`src/rtl/fsm_ser_pkg.sv`:
```
// Shared definitions for the serializer front end and the sibling sequence-detector benches.
package fsm_ser_pkg;

  localparam int SER_WIDTH_DEFAULT = 8;

  typedef enum logic [1:0] {
    IDLE   = 2'b00,
    SHIFT  = 2'b01,
    PARITY = 2'b10
  } ser_state_e;

endpackage

```
`src/rtl/piso_bit_serializer_if.sv`:
```
// Word-in / bit-out handshake bundle for piso_bit_serializer.
interface piso_bit_serializer_if #(
  parameter int WIDTH = fsm_ser_pkg::SER_WIDTH_DEFAULT
);

  logic [WIDTH-1:0] din;
  logic             din_valid;
  logic             din_ready;
  logic             adv;
  logic             ser_out;
  logic             ser_valid;
  logic             ser_first;
  logic             ser_last;

  modport master (
    output din, din_valid, adv,
    input  din_ready, ser_out, ser_valid, ser_first, ser_last
  );

  modport slave (
    input  din, din_valid, adv,
    output din_ready, ser_out, ser_valid, ser_first, ser_last
  );

endinterface

```
`src/rtl/ser_hold_buf.sv`:
```
// One-entry word buffer with a full flag; load and take are never asserted together.
module ser_hold_buf #(
  parameter int WIDTH = fsm_ser_pkg::SER_WIDTH_DEFAULT
) (
  input  logic             clk,
  input  logic             rst,
  input  logic             load,
  input  logic             take,
  input  logic [WIDTH-1:0] d,
  output logic [WIDTH-1:0] q,
  output logic             full,
  output logic             ready
);

  always_ff @(posedge clk or negedge rst) begin
    if (!rst) begin
      q    <= '0;
      full <= 1'b0;
    end else if (load) begin
      q    <= d;
      full <= 1'b1;
    end else if (take) begin
      full <= 1'b0;
    end
  end

  assign ready = !full;

endmodule

```
`src/rtl/piso_bit_serializer.sv`:
```
// Parallel-in/serial-out front end, MSB first, gapless through a one-word hold buffer.
// Build with SER_PARITY_EN to append an even-parity bit after each word.
module piso_bit_serializer #(
  parameter int WIDTH = fsm_ser_pkg::SER_WIDTH_DEFAULT
) (
  input logic                  clk,
  input logic                  rst,
  piso_bit_serializer_if.slave bus
);
  import fsm_ser_pkg::*;

  localparam int             CW       = $clog2(WIDTH);
  localparam logic [CW-1:0]  LAST_CNT = CW'(WIDTH - 1);

  if (WIDTH < 2) begin : g_width_check
    $error("piso_bit_serializer: WIDTH must be >= 2");
  end

  ser_state_e       state_q, state_d;
  logic [WIDTH-1:0] shreg_q, shreg_d;
  logic [CW-1:0]    cnt_q, cnt_d;
  logic [WIDTH-1:0] hold_q;
  logic             hold_full, hold_ready, hold_load, hold_take;
  logic             reload, is_last;
  logic             ser_out_c, ser_valid_c, ser_first_c, ser_last_c;
`ifdef SER_PARITY_EN
  logic             par_q, par_d;
`endif

  assign hold_load     = bus.din_valid && hold_ready;
  assign bus.din_ready = hold_ready;

  ser_hold_buf #(.WIDTH(WIDTH)) u_hold (
    .clk   (clk),
    .rst   (rst),
    .load  (hold_load),
    .take  (hold_take),
    .d     (bus.din),
    .q     (hold_q),
    .full  (hold_full),
    .ready (hold_ready)
  );

  always_ff @(posedge clk or negedge rst) begin
    if (!rst) begin
      state_q <= IDLE;
      shreg_q <= '0;
      cnt_q   <= '0;
`ifdef SER_PARITY_EN
      par_q   <= 1'b0;
`endif
    end else begin
      state_q <= state_d;
      shreg_q <= shreg_d;
      cnt_q   <= cnt_d;
`ifdef SER_PARITY_EN
      par_q   <= par_d;
`endif
    end
  end

  // Every word boundary funnels into 'reload' so IDLE loads and gapless reloads share one path.
  always_comb begin
    state_d     = state_q;
    shreg_d     = shreg_q;
    cnt_d       = cnt_q;
    hold_take   = 1'b0;
    reload      = 1'b0;
    ser_out_c   = 1'b0;
    ser_valid_c = 1'b0;
    ser_first_c = 1'b0;
    ser_last_c  = 1'b0;
    is_last     = (cnt_q == LAST_CNT);
`ifdef SER_PARITY_EN
    par_d       = par_q;
`endif

    case (state_q)
      IDLE: reload = hold_full;
      SHIFT: begin
        ser_out_c   = shreg_q[WIDTH-1];
        ser_valid_c = 1'b1;
        ser_first_c = (cnt_q == '0);
`ifdef SER_PARITY_EN
        ser_last_c  = 1'b0;
`else
        ser_last_c  = is_last;
`endif
        if (bus.adv) begin
          if (!is_last) begin
            shreg_d = {shreg_q[WIDTH-2:0], 1'b0};
            cnt_d   = cnt_q + 1'b1;
          end
`ifdef SER_PARITY_EN
          else begin
            state_d = PARITY;
          end
`else
          else if (hold_full) begin
            reload = 1'b1;
          end else begin
            state_d = IDLE;
          end
`endif
        end
      end
`ifdef SER_PARITY_EN
      PARITY: begin
        ser_out_c   = par_q;
        ser_valid_c = 1'b1;
        ser_last_c  = 1'b1;
        if (bus.adv) begin
          if (hold_full) begin
            reload = 1'b1;
          end else begin
            state_d = IDLE;
          end
        end
      end
`endif
      default: state_d = IDLE;
    endcase

    if (reload) begin
      hold_take = 1'b1;
      shreg_d   = hold_q;
      cnt_d     = '0;
      state_d   = SHIFT;
`ifdef SER_PARITY_EN
      par_d     = ^hold_q;
`endif
    end
  end

  assign bus.ser_out   = ser_out_c;
  assign bus.ser_valid = ser_valid_c;
  assign bus.ser_first = ser_first_c;
  assign bus.ser_last  = ser_last_c;

endmodule

```
`src/flat_wrapper.sv`:
```
// flat-port wrapper written by rule: the top's interface ports become plain ports
module piso_bit_serializer_flat import fsm_ser_pkg::*;
#(
  parameter int WIDTH = fsm_ser_pkg::SER_WIDTH_DEFAULT
)
  (clk, rst, bus_din, bus_din_valid, bus_adv, bus_din_ready, bus_ser_out, bus_ser_valid, bus_ser_first, bus_ser_last);
  piso_bit_serializer_if #(.WIDTH(WIDTH)) bus_i ();
  input logic clk;
  input logic rst;
  input wire logic [$bits(bus_i.din)-1:0] bus_din;
  input wire logic [$bits(bus_i.din_valid)-1:0] bus_din_valid;
  input wire logic [$bits(bus_i.adv)-1:0] bus_adv;
  output wire logic [$bits(bus_i.din_ready)-1:0] bus_din_ready;
  output wire logic [$bits(bus_i.ser_out)-1:0] bus_ser_out;
  output wire logic [$bits(bus_i.ser_valid)-1:0] bus_ser_valid;
  output wire logic [$bits(bus_i.ser_first)-1:0] bus_ser_first;
  output wire logic [$bits(bus_i.ser_last)-1:0] bus_ser_last;
  assign bus_i.din = bus_din;
  assign bus_i.din_valid = bus_din_valid;
  assign bus_i.adv = bus_adv;
  assign bus_din_ready = bus_i.din_ready;
  assign bus_ser_out = bus_i.ser_out;
  assign bus_ser_valid = bus_i.ser_valid;
  assign bus_ser_first = bus_i.ser_first;
  assign bus_ser_last = bus_i.ser_last;
  piso_bit_serializer #(.WIDTH(WIDTH)) u_core (.clk(clk), .rst(rst), .bus(bus_i));
endmodule
```
`config.mk`:
```
export PLATFORM = sky130hd
export DESIGN_NAME = piso_bit_serializer_flat
export DESIGN_NICKNAME = d
export VERILOG_FILES = /design/src/rtl/fsm_ser_pkg.sv /design/src/rtl/piso_bit_serializer_if.sv /design/src/rtl/ser_hold_buf.sv /design/src/rtl/piso_bit_serializer.sv /design/src/flat_wrapper.sv
export SDC_FILE = /design/constraint.sdc
export NUM_CORES = 1
export LEC_CHECK = 0
export ABC_AREA = 1
export CORE_ASPECT_RATIO = 1.25
export CORE_MARGIN = 3
export CORE_UTILIZATION = 50
export DETAILED_ROUTE_END_ITERATION = 6
export PLACE_DENSITY_LB_ADDON = 0.1
export SLEW_MARGIN = 20
export SYNTH_ARGS = -nofsm -noshare
export SYNTH_HDL_FRONTEND = slang
export SYNTH_SLANG_ARGS = --single-unit
```
`constraint.sdc`:
```
create_clock -name clk -period 1.75 [get_ports clk]
set_input_delay 0.525 -clock clk [delete_from_list [all_inputs] [get_ports clk]]
set_output_delay 0.525 -clock clk [all_outputs]
set_load 0.03 [all_outputs]
```
==> results of run 1 <==
==> cell usage in the layout (no fill, tap or decap) <==
master | Yosys | layout
sky130_fd_sc_hd__nand2_1 | 28 | 27
sky130_fd_sc_hd__inv_1 | 23 | 22
sky130_fd_sc_hd__dfrtp_1 | 21 | 21
sky130_fd_sc_hd__buf_4 | 1 | 12
sky130_fd_sc_hd__nand3_1 | 11 | 11
sky130_fd_sc_hd__clkdlybuf4s50_1 | 0 | 11
sky130_fd_sc_hd__nor2_1 | 8 | 7
sky130_fd_sc_hd__a21oi_1 | 7 | 7
sky130_fd_sc_hd__nand4_1 | 7 | 7
sky130_fd_sc_hd__clkbuf_4 | 0 | 3
sky130_fd_sc_hd__buf_6 | 4 | 3
sky130_fd_sc_hd__nand2_2 | 1 | 2
sky130_fd_sc_hd__o21ai_0 | 2 | 2
sky130_fd_sc_hd__ha_4 | 0 | 2
sky130_fd_sc_hd__inv_4 | 0 | 1
sky130_fd_sc_hd__inv_6 | 1 | 1
sky130_fd_sc_hd__nor2_2 | 0 | 1
sky130_fd_sc_hd__a21oi_4 | 1 | 1
sky130_fd_sc_hd__nand3_4 | 1 | 1
sky130_fd_sc_hd__inv_2 | 1 | 1
sky130_fd_sc_hd__o21ai_1 | 1 | 1
sky130_fd_sc_hd__nand2_4 | 1 | 1
sky130_fd_sc_hd__mux2_2 | 1 | 1
sky130_fd_sc_hd__o21ai_2 | 1 | 1
sky130_fd_sc_hd__ha_2 | 0 | 1
sky130_fd_sc_hd__clkinv_2 | 0 | 1
sky130_fd_sc_hd__dlygate4sd2_1 | 0 | 1
==> final timing paths <==
path | startpoint | end | slack, ns | cells past startpoint
min in group asynchronous | rst | u_core.cnt_q[2]$_DFFE_PN0P_ | 0.56 | 2
worst max-delay path | u_core.cnt_q[0]$_DFFE_PN0P_ | bus_ser_last | -0.09 | 5
worst min register to register | u_core.shreg_q[7]$_DFFE_PN0P_ | u_core.shreg_q[7]$_DFFE_PN0P_ | 0.49 | 2
max in group asynchronous | rst | u_core.shreg_q[0]$_DFFE_PN0P_ | 0.97 | 2
worst min-delay path | u_core.shreg_q[7]$_DFFE_PN0P_ | u_core.shreg_q[7]$_DFFE_PN0P_ | 0.49 | 2
worst max register to register | u_core.cnt_q[0]$_DFFE_PN0P_ | u_core.shreg_q[4]$_DFFE_PN0P_ | 0.17 | 8
==> final cells by class <==
type | count | area [sq um] | share of cell area [%]
Sequential cell | 21 | 526 | 39.0
Multi-Input combinational cell | 73 | 425 | 31.6
Timing Repair Buffer | 27 | 243 | 18.0
Inverter | 25 | 101 | 7.52
Tap cell | 20 | 25.0 | 1.86
Clock buffer | 3 | 22.5 | 1.67
Clock inverter | 1 | 5.00 | 0.371
==> through the flow <==
stage / utilization (%) / setup slack [ns] / total power (uW)
final: 67.2 / -0.0933 / 1810
after global routing: 67.2 / -0.142 / 1960
after CTS: 64.5 / -0.119 / 1720
after detailed placement: 62.6 / -0.226 / 1480
after global placement: 62.6 / -0.177 / 1430
after floorplan: - / 0.164 / 1280
==> power by group <==
part           switching (uW)  internal [uW]
sequential                104            672
combinational             457            351
clock                     144           85.3
==> flip-flops by register name, indices dropped and copies added (netlist names) <==
name / count
u_core.u_hold.full: 1
u_core.cnt_q: 3
u_core.u_hold.q: 8
u_core.state_q: 1
u_core.shreg_q: 8
==> layer usage <==
metal  GRT usage [%]  up-vias
met1            22.2      403
met3            1.86        4
met5               0        -
met4            8.30        0
li1                -      439
met2            30.7       22
==> worst max-delay path, stage by stage, from the launching register on <==
cell and delay, ns:
sky130_fd_sc_hd__dfrtp_1 0.42, sky130_fd_sc_hd__ha_2 0.20, sky130_fd_sc_hd__ha_4 0.15, sky130_fd_sc_hd__nand2_1 0.06, sky130_fd_sc_hd__inv_1 0.04, sky130_fd_sc_hd__buf_6 0.13
==> cells by family after synthesis <==
kind of cell,synth area share [%]
AO/OA/AOI/OAI,7.02
AND/OR/NAND/NOR,25.1
flip-flops,49.1
adder cells (fa/ha/maj),3.51
buffers and inverters,14.2
multiplexers,1.05
==> repair_timing <==
item / CTS / global route
gates resized for setup: 10 / 9
endpoints found under the setup margin: 3 / 3
buffers inserted: 1 / 2
pin swaps: 0 / 4
==> implementation parameters, run 1 <==
Parameter                              Value

Yosys
  Flip-flop and latch count after synthesis ... 21
  Area of the mapped netlist ... 1070 sq um
  Top cells by count, synth ... sky130_fd_sc_hd__nand2_1, sky130_fd_sc_hd__inv_1, sky130_fd_sc_hd__dfrtp_1
  Area share of the largest cell type after synthesis ... 49.1%
  Main flop type after synthesis ... sky130_fd_sc_hd__dfrtp_1
  Average instance area after synthesis ... between 8 and 9 sq um
  Synth Warn # ... 0
  Async SR Flop Fraction ... 100%
  Number of instances in the synthesized netlist ... 124
  Number of enable-type register cells in the synthesized netlist ... 0
  Synthesized Nets ... about 140
  Library cell with the largest summed area after synthesis ... sky130_fd_sc_hd__dfrtp_1
  Dominant cells by area after synthesis ... sky130_fd_sc_hd__dfrtp_1, sky130_fd_sc_hd__nand2_1, sky130_fd_sc_hd__inv_1
  Sequential share of the synthesized area ... between 40% and 50%
  Dominant cell by count in the synthesized netlist ... sky130_fd_sc_hd__nand2_1
  Unique cell type count in the Yosys netlist ... 20

Clock network
  Clock Pin Slew Worst Setup and Hold Paths ... roughly 0.12 ns
  Hold_buf cts ... 0
  CTS Root Buffer Type ... sky130_fd_sc_hd__clkbuf_4
  Clock latency on the worst-skew pair ... roughly 0.3 ns
  Largest buffer count on any clock path ... 2
  Clock tree from TritonCTS ... done
  Depth of the CTS H-tree ... 1
  Sinks on the clock net ... 21
  TritonCTS Buffers ... 3

Die
  Die width ... approximately 47 microns
  Placeable core area ... roughly 2000 sq um
  Area enclosed by the die boundary ... ~2700 sq um
  Vertical extent of the die ... about 58 microns
  Starting Density ... between 50 and 60%
  IO Pins ... 17
  Row cnt ... 18

Route
  Count of nets left with antenna violations after detail routing ... 0
  Number of DRC violations after detailed-routing iteration 0 ... 19
  Total met3 wirelength after detailed routing ... ~76 microns
  Number of vias per cell after detailed routing ... 5.11
  Top routing layer used ... met4
  Routed wl met2 ... 1160 microns
  Routed WL per cell ... approximately 13 microns
  Length of the first detailed-routing pass in iterations ... 4
  Number of DRC violations after detailed routing ... 0
  M1 WL ... roughly 850 microns
  Count of vias placed by the detailed router ... ~870
  Post-Route WL ... between 2000 and 2500 microns

Global route
  Initial antenna violation count ... 0
  GR Util All Layers ... 18.1%
  Vias in the first global route ... 864
  Congestion Overflow GR ... 0
  First-pass GRT wire length ... around 3600 microns
  Largest net degree at the start of global routing ... 22

Outcome
  Status ... complete, but fails checks
  Violations in the final reports ... negative setup slack

Timing
  Relative slew slack ... roughly four fifths
  Post-route worst hold slack ... a little under 0.5 ns
  Setup slack after layout ... -0.0933 ns
  Final Setup Violations ... 2
  Number of endpoints with negative hold slack in the final report ... 0
  Setup TNS Final ... -0.174 ns
  Final clock skew ... approximately 0.0079 ns
  Maximum frequency from static timing analysis ... between 0.5 and 0.6 GHz
  Worst-margin pin slew ... between 0.2 and 0.3 ns
  Final period demand of the worst path ... roughly 1.8 ns
  Setup repair after global routing missed its margin ... yes
  Pins Over Slew Limit ... 0
  Post-route fraction of the period consumed by the critical path ... 105%

Power and ir drop
  Cell Pwr Density ... 1350 nW/um^2
  Leakage power figure ... 0.000715 uW
  Maximum VDD drop ... approximately 0.00078 V

Layout
  Fill cells ... between 150 and 200
  Area added between synthesis and finish ... 26.0%
  Finished Layout Cells ... 170
  Layout Cell Area excl Fill ... between 1000 and 1500 sq um
  Share of layout cells above drive strength 1 ... a little over a fifth
  Count of nets after finishing ... about 170
  ANT cells ... 0

Critical path
  Launching element type of the critical path ... flip-flop
  Worst Path Max Fanout ... 2
  Kind of end point of the critical path ... output pin
  Startpoint-to-endpoint class of the critical path ... flip-flop to output pin
  Worst endpoint data arrival time ... around 1.3 ns
  Worst endpoint required time ... around 1.2 ns

Placed design
  Weighted congestion reported at the end of routability-driven placement ... about 0.74
  Cell area after placement ... around 1300 sq um
  Placed cell count ... approximately 160
  Number of buffer cells added on primary ports ... 16
  HPWL Detailed ... 1480 microns

Hold path
  Path class of the lowest-slack min-delay path ... flip-flop to flip-flop

Run
  Max-cap check violation count ... 0
Note: power is estimated with default switching activity, not from simulation.
==> inputs of run 2 (changes only) <==
clock period = 2 ns   (was 1.75 ns; I/O delays follow)
==> run 2 against run 1 <==
Net effect: the flow now finishes without violations; final area is 6.9% lower; cell count is 4.1% lower; power is 20% lower; setup slack better by 0.17 ns; die area stayed put; combinational power is 29% lower; first-iteration DRC count stayed put; register-to-register slack better by 0.27 ns; flip-flop and latch count stayed put; clock skew is 0.0073 ns lower; critical endpoint unchanged; largest cell class unchanged; largest power group is now sequential cells; highest routed layer unchanged.
==> implementation parameters, run 2 (synthesis results as in run 1) <==
Parameter                              Value

Die
  Starting Density ... 53.4%
  Vertical extent of the die ... ~58 microns
  Placeable core area ... approximately 2000 sq um
  Row cnt ... 18
  IO Pins ... 17
  Die width ... approximately 47 microns
  Area enclosed by the die boundary ... about 2700 sq um

Layout
  ANT cells ... 0
  Count of nets after finishing ... roughly 160
  Share of layout cells above drive strength 1 ... a little over an eighth
  Most common library cell in the layout ignoring fill and taps ... sky130_fd_sc_hd__nand2_1
  Fill cells ... 198
  Top library cells by usage in the layout, fill and taps aside ... sky130_fd_sc_hd__nand2_1, sky130_fd_sc_hd__inv_1, sky130_fd_sc_hd__dfrtp_1
  Area added between synthesis and finish ... 17.3%
  Final core utilization ... 62.6%
  Biggest registers after layout ... u_core.shreg_q: 8 flops, u_core.u_hold.q: 8 flops, u_core.cnt_q: 3 flops

Timing
  Final period demand of the worst path ... between 1.5 and 2 ns
  Post-route worst hold slack ... just under 0.5 ns
  Post-route fraction of the period consumed by the critical path ... ~96%
  Relative slew slack ... roughly four fifths
  Final clock skew ... between 0.0005 and 0.0006 ns
  Pins Over Slew Limit ... 0
  Final Setup Violations ... 0
  Number of endpoints with negative hold slack in the final report ... 0
  Worst-margin pin slew ... between 0.2 and 0.3 ns
  Setup repair after global routing missed its margin ... no
  Setup TNS Final ... 0 ns
  Maximum frequency from static timing analysis ... about 0.52 GHz

Route
  Count of vias placed by the detailed router ... 844
  Count of nets left with antenna violations after detail routing ... 0
  Routed WL per cell ... between 10 and 15 microns
  Post-Route WL ... just under 2000 microns
  Number of vias per cell after detailed routing ... 5.18
  Number of DRC violations after detailed-routing iteration 0 ... 19
  Number of DRC violations after detailed routing ... 0
  Length of the first detailed-routing pass in iterations ... 4

Power and ir drop
  Leakage power figure ... 0.000681 uW
  Overall power consumption ... approximately 1500 uW
  Maximum VDD drop ... around 0.00061 V
  Cell Pwr Density ... around 1200 nW/um^2

Critical path
  Beginning of the worst register-to-register path ... u_core.cnt_q[0]$_DFFE_PN0P_
  Worst Path Max Fanout ... 2
  Launching element type of the critical path ... flip-flop
  Worst r2r path cells ... 8
  Worst flop-to-flop path endpoint ... u_core.shreg_q[1]$_DFFE_PN0P_
  Startpoint-to-endpoint class of the critical path ... flip-flop to output pin
  Worst endpoint required time ... 1.40 ns
  Worst endpoint data arrival time ... 1.32 ns
  Kind of end point of the critical path ... output pin
  Reg-to-reg slack, setup ... approximately 0.44 ns

Hold path
  Min-Delay Endpoint ... u_core.shreg_q[5]$_DFFE_PN0P_
  Path class of the lowest-slack min-delay path ... flip-flop to flip-flop
  Hold Crit Depth ... 2
  Hold Startpoint ... u_core.shreg_q[5]$_DFFE_PN0P_

Global route
  GR Util All Layers ... approximately 17%
  First-pass GRT wire length ... 3330 microns
  Congestion Overflow GR ... 0
  Largest net degree at the start of global routing ... 22
  Initial antenna violation count ... 0
  Vias in the first global route ... a little over 800

Clock network
  Largest buffer count on any clock path ... 2
  Sinks on the clock net ... 21
  CTS Root Buffer Type ... sky130_fd_sc_hd__clkbuf_4
  Clock tree from TritonCTS ... done
  Depth of the CTS H-tree ... 1
  Clock latency on the worst-skew pair ... approximately 0.31 ns
  Setup bufs post-CTS ... 0
  Clock Pin Slew Worst Setup and Hold Paths ... roughly 0.11 ns
  TritonCTS Buffers ... 3

Outcome
  Status ... complete, no violations

Placed design
  HPWL Detailed ... approximately 1400 microns
  Number of buffer cells added on primary ports ... 16
  Weighted congestion reported at the end of routability-driven placement ... about 0.74

Run
  Max-cap check violation count ... 0
run 2: changes by cell type in the layout (fill, tap and decap cells not counted), moves of 2 or more:
cell | before | now
sky130_fd_sc_hd__buf_4 | 12 | 6
sky130_fd_sc_hd__ha_4 | 2 | 0
sky130_fd_sc_hd__dlygate4sd2_1 | 1 | 3
sky130_fd_sc_hd__buf_6 | 3 | 0
run 2: area by class of cell:
cell class,instances,area (sq um),area share (%)
multi-input combinational,73,398,31.7
inverter,25,98.8,7.88
sequential,21,526,41.9
tap,20,25.0,1.99
timing repair buffer,20,181,14.5
clock buffer,4,26.3,2.09
run 2: routing by layer:
metal	share of wire [%]	vias up	track usage [%]
li1	-	425	-
met1	43	387	19.3
met2	49	25	28.4
met3	4.4	7	3.73
met4	3.0	0	9.88
met5	0	-	0
run 2: how the worst max path moves through the flow:
stage | startpoint | to | cells past startpoint
floorplan | u_core.state_q[0]$_DFFE_PN0P_ | bus_ser_first | 2
global route | u_core.cnt_q[0]$_DFFE_PN0P_ | bus_ser_last | 5
global placement | u_core.cnt_q[0]$_DFFE_PN0P_ | bus_ser_last | 5
finish | u_core.cnt_q[0]$_DFFE_PN0P_ | bus_ser_last | 5
CTS | u_core.cnt_q[0]$_DFFE_PN0P_ | bus_ser_last | 5
detailed placement | u_core.cnt_q[0]$_DFFE_PN0P_ | bus_ser_last | 5
run 2: what timing repair did:
action,CTS,global route
pin swaps,0,0
hold buffers,0,0
setup endpoints to repair,4,1
gates resized for setup,6,6
run 2: where the power goes:
part	leakage [uW]	internal (uW)	switching [uW]
clock	0.0000150	78.0	132
combinational	0.000414	220	355
sequential	0.000252	588	82.1
total	0.000681	886	569
run 2: per-stage QoR:
step                      area [sq um]  setup slack, ns  instances
final                             1250           0.0780        163
after global routing              1250           0.0268        163
after CTS                         1250          -0.0855        163
after detailed placement          1230          -0.0438        159
after global placement            1230         -0.00364        159
after floorplan                   1070            0.339        124
run 2: critical path, stage by stage (launching register included):
cell,delay [ns]
sky130_fd_sc_hd__dfrtp_1,0.41
sky130_fd_sc_hd__ha_2,0.19
sky130_fd_sc_hd__ha_2,0.17
sky130_fd_sc_hd__nand2_1,0.06
sky130_fd_sc_hd__inv_1,0.04
sky130_fd_sc_hd__buf_4,0.15
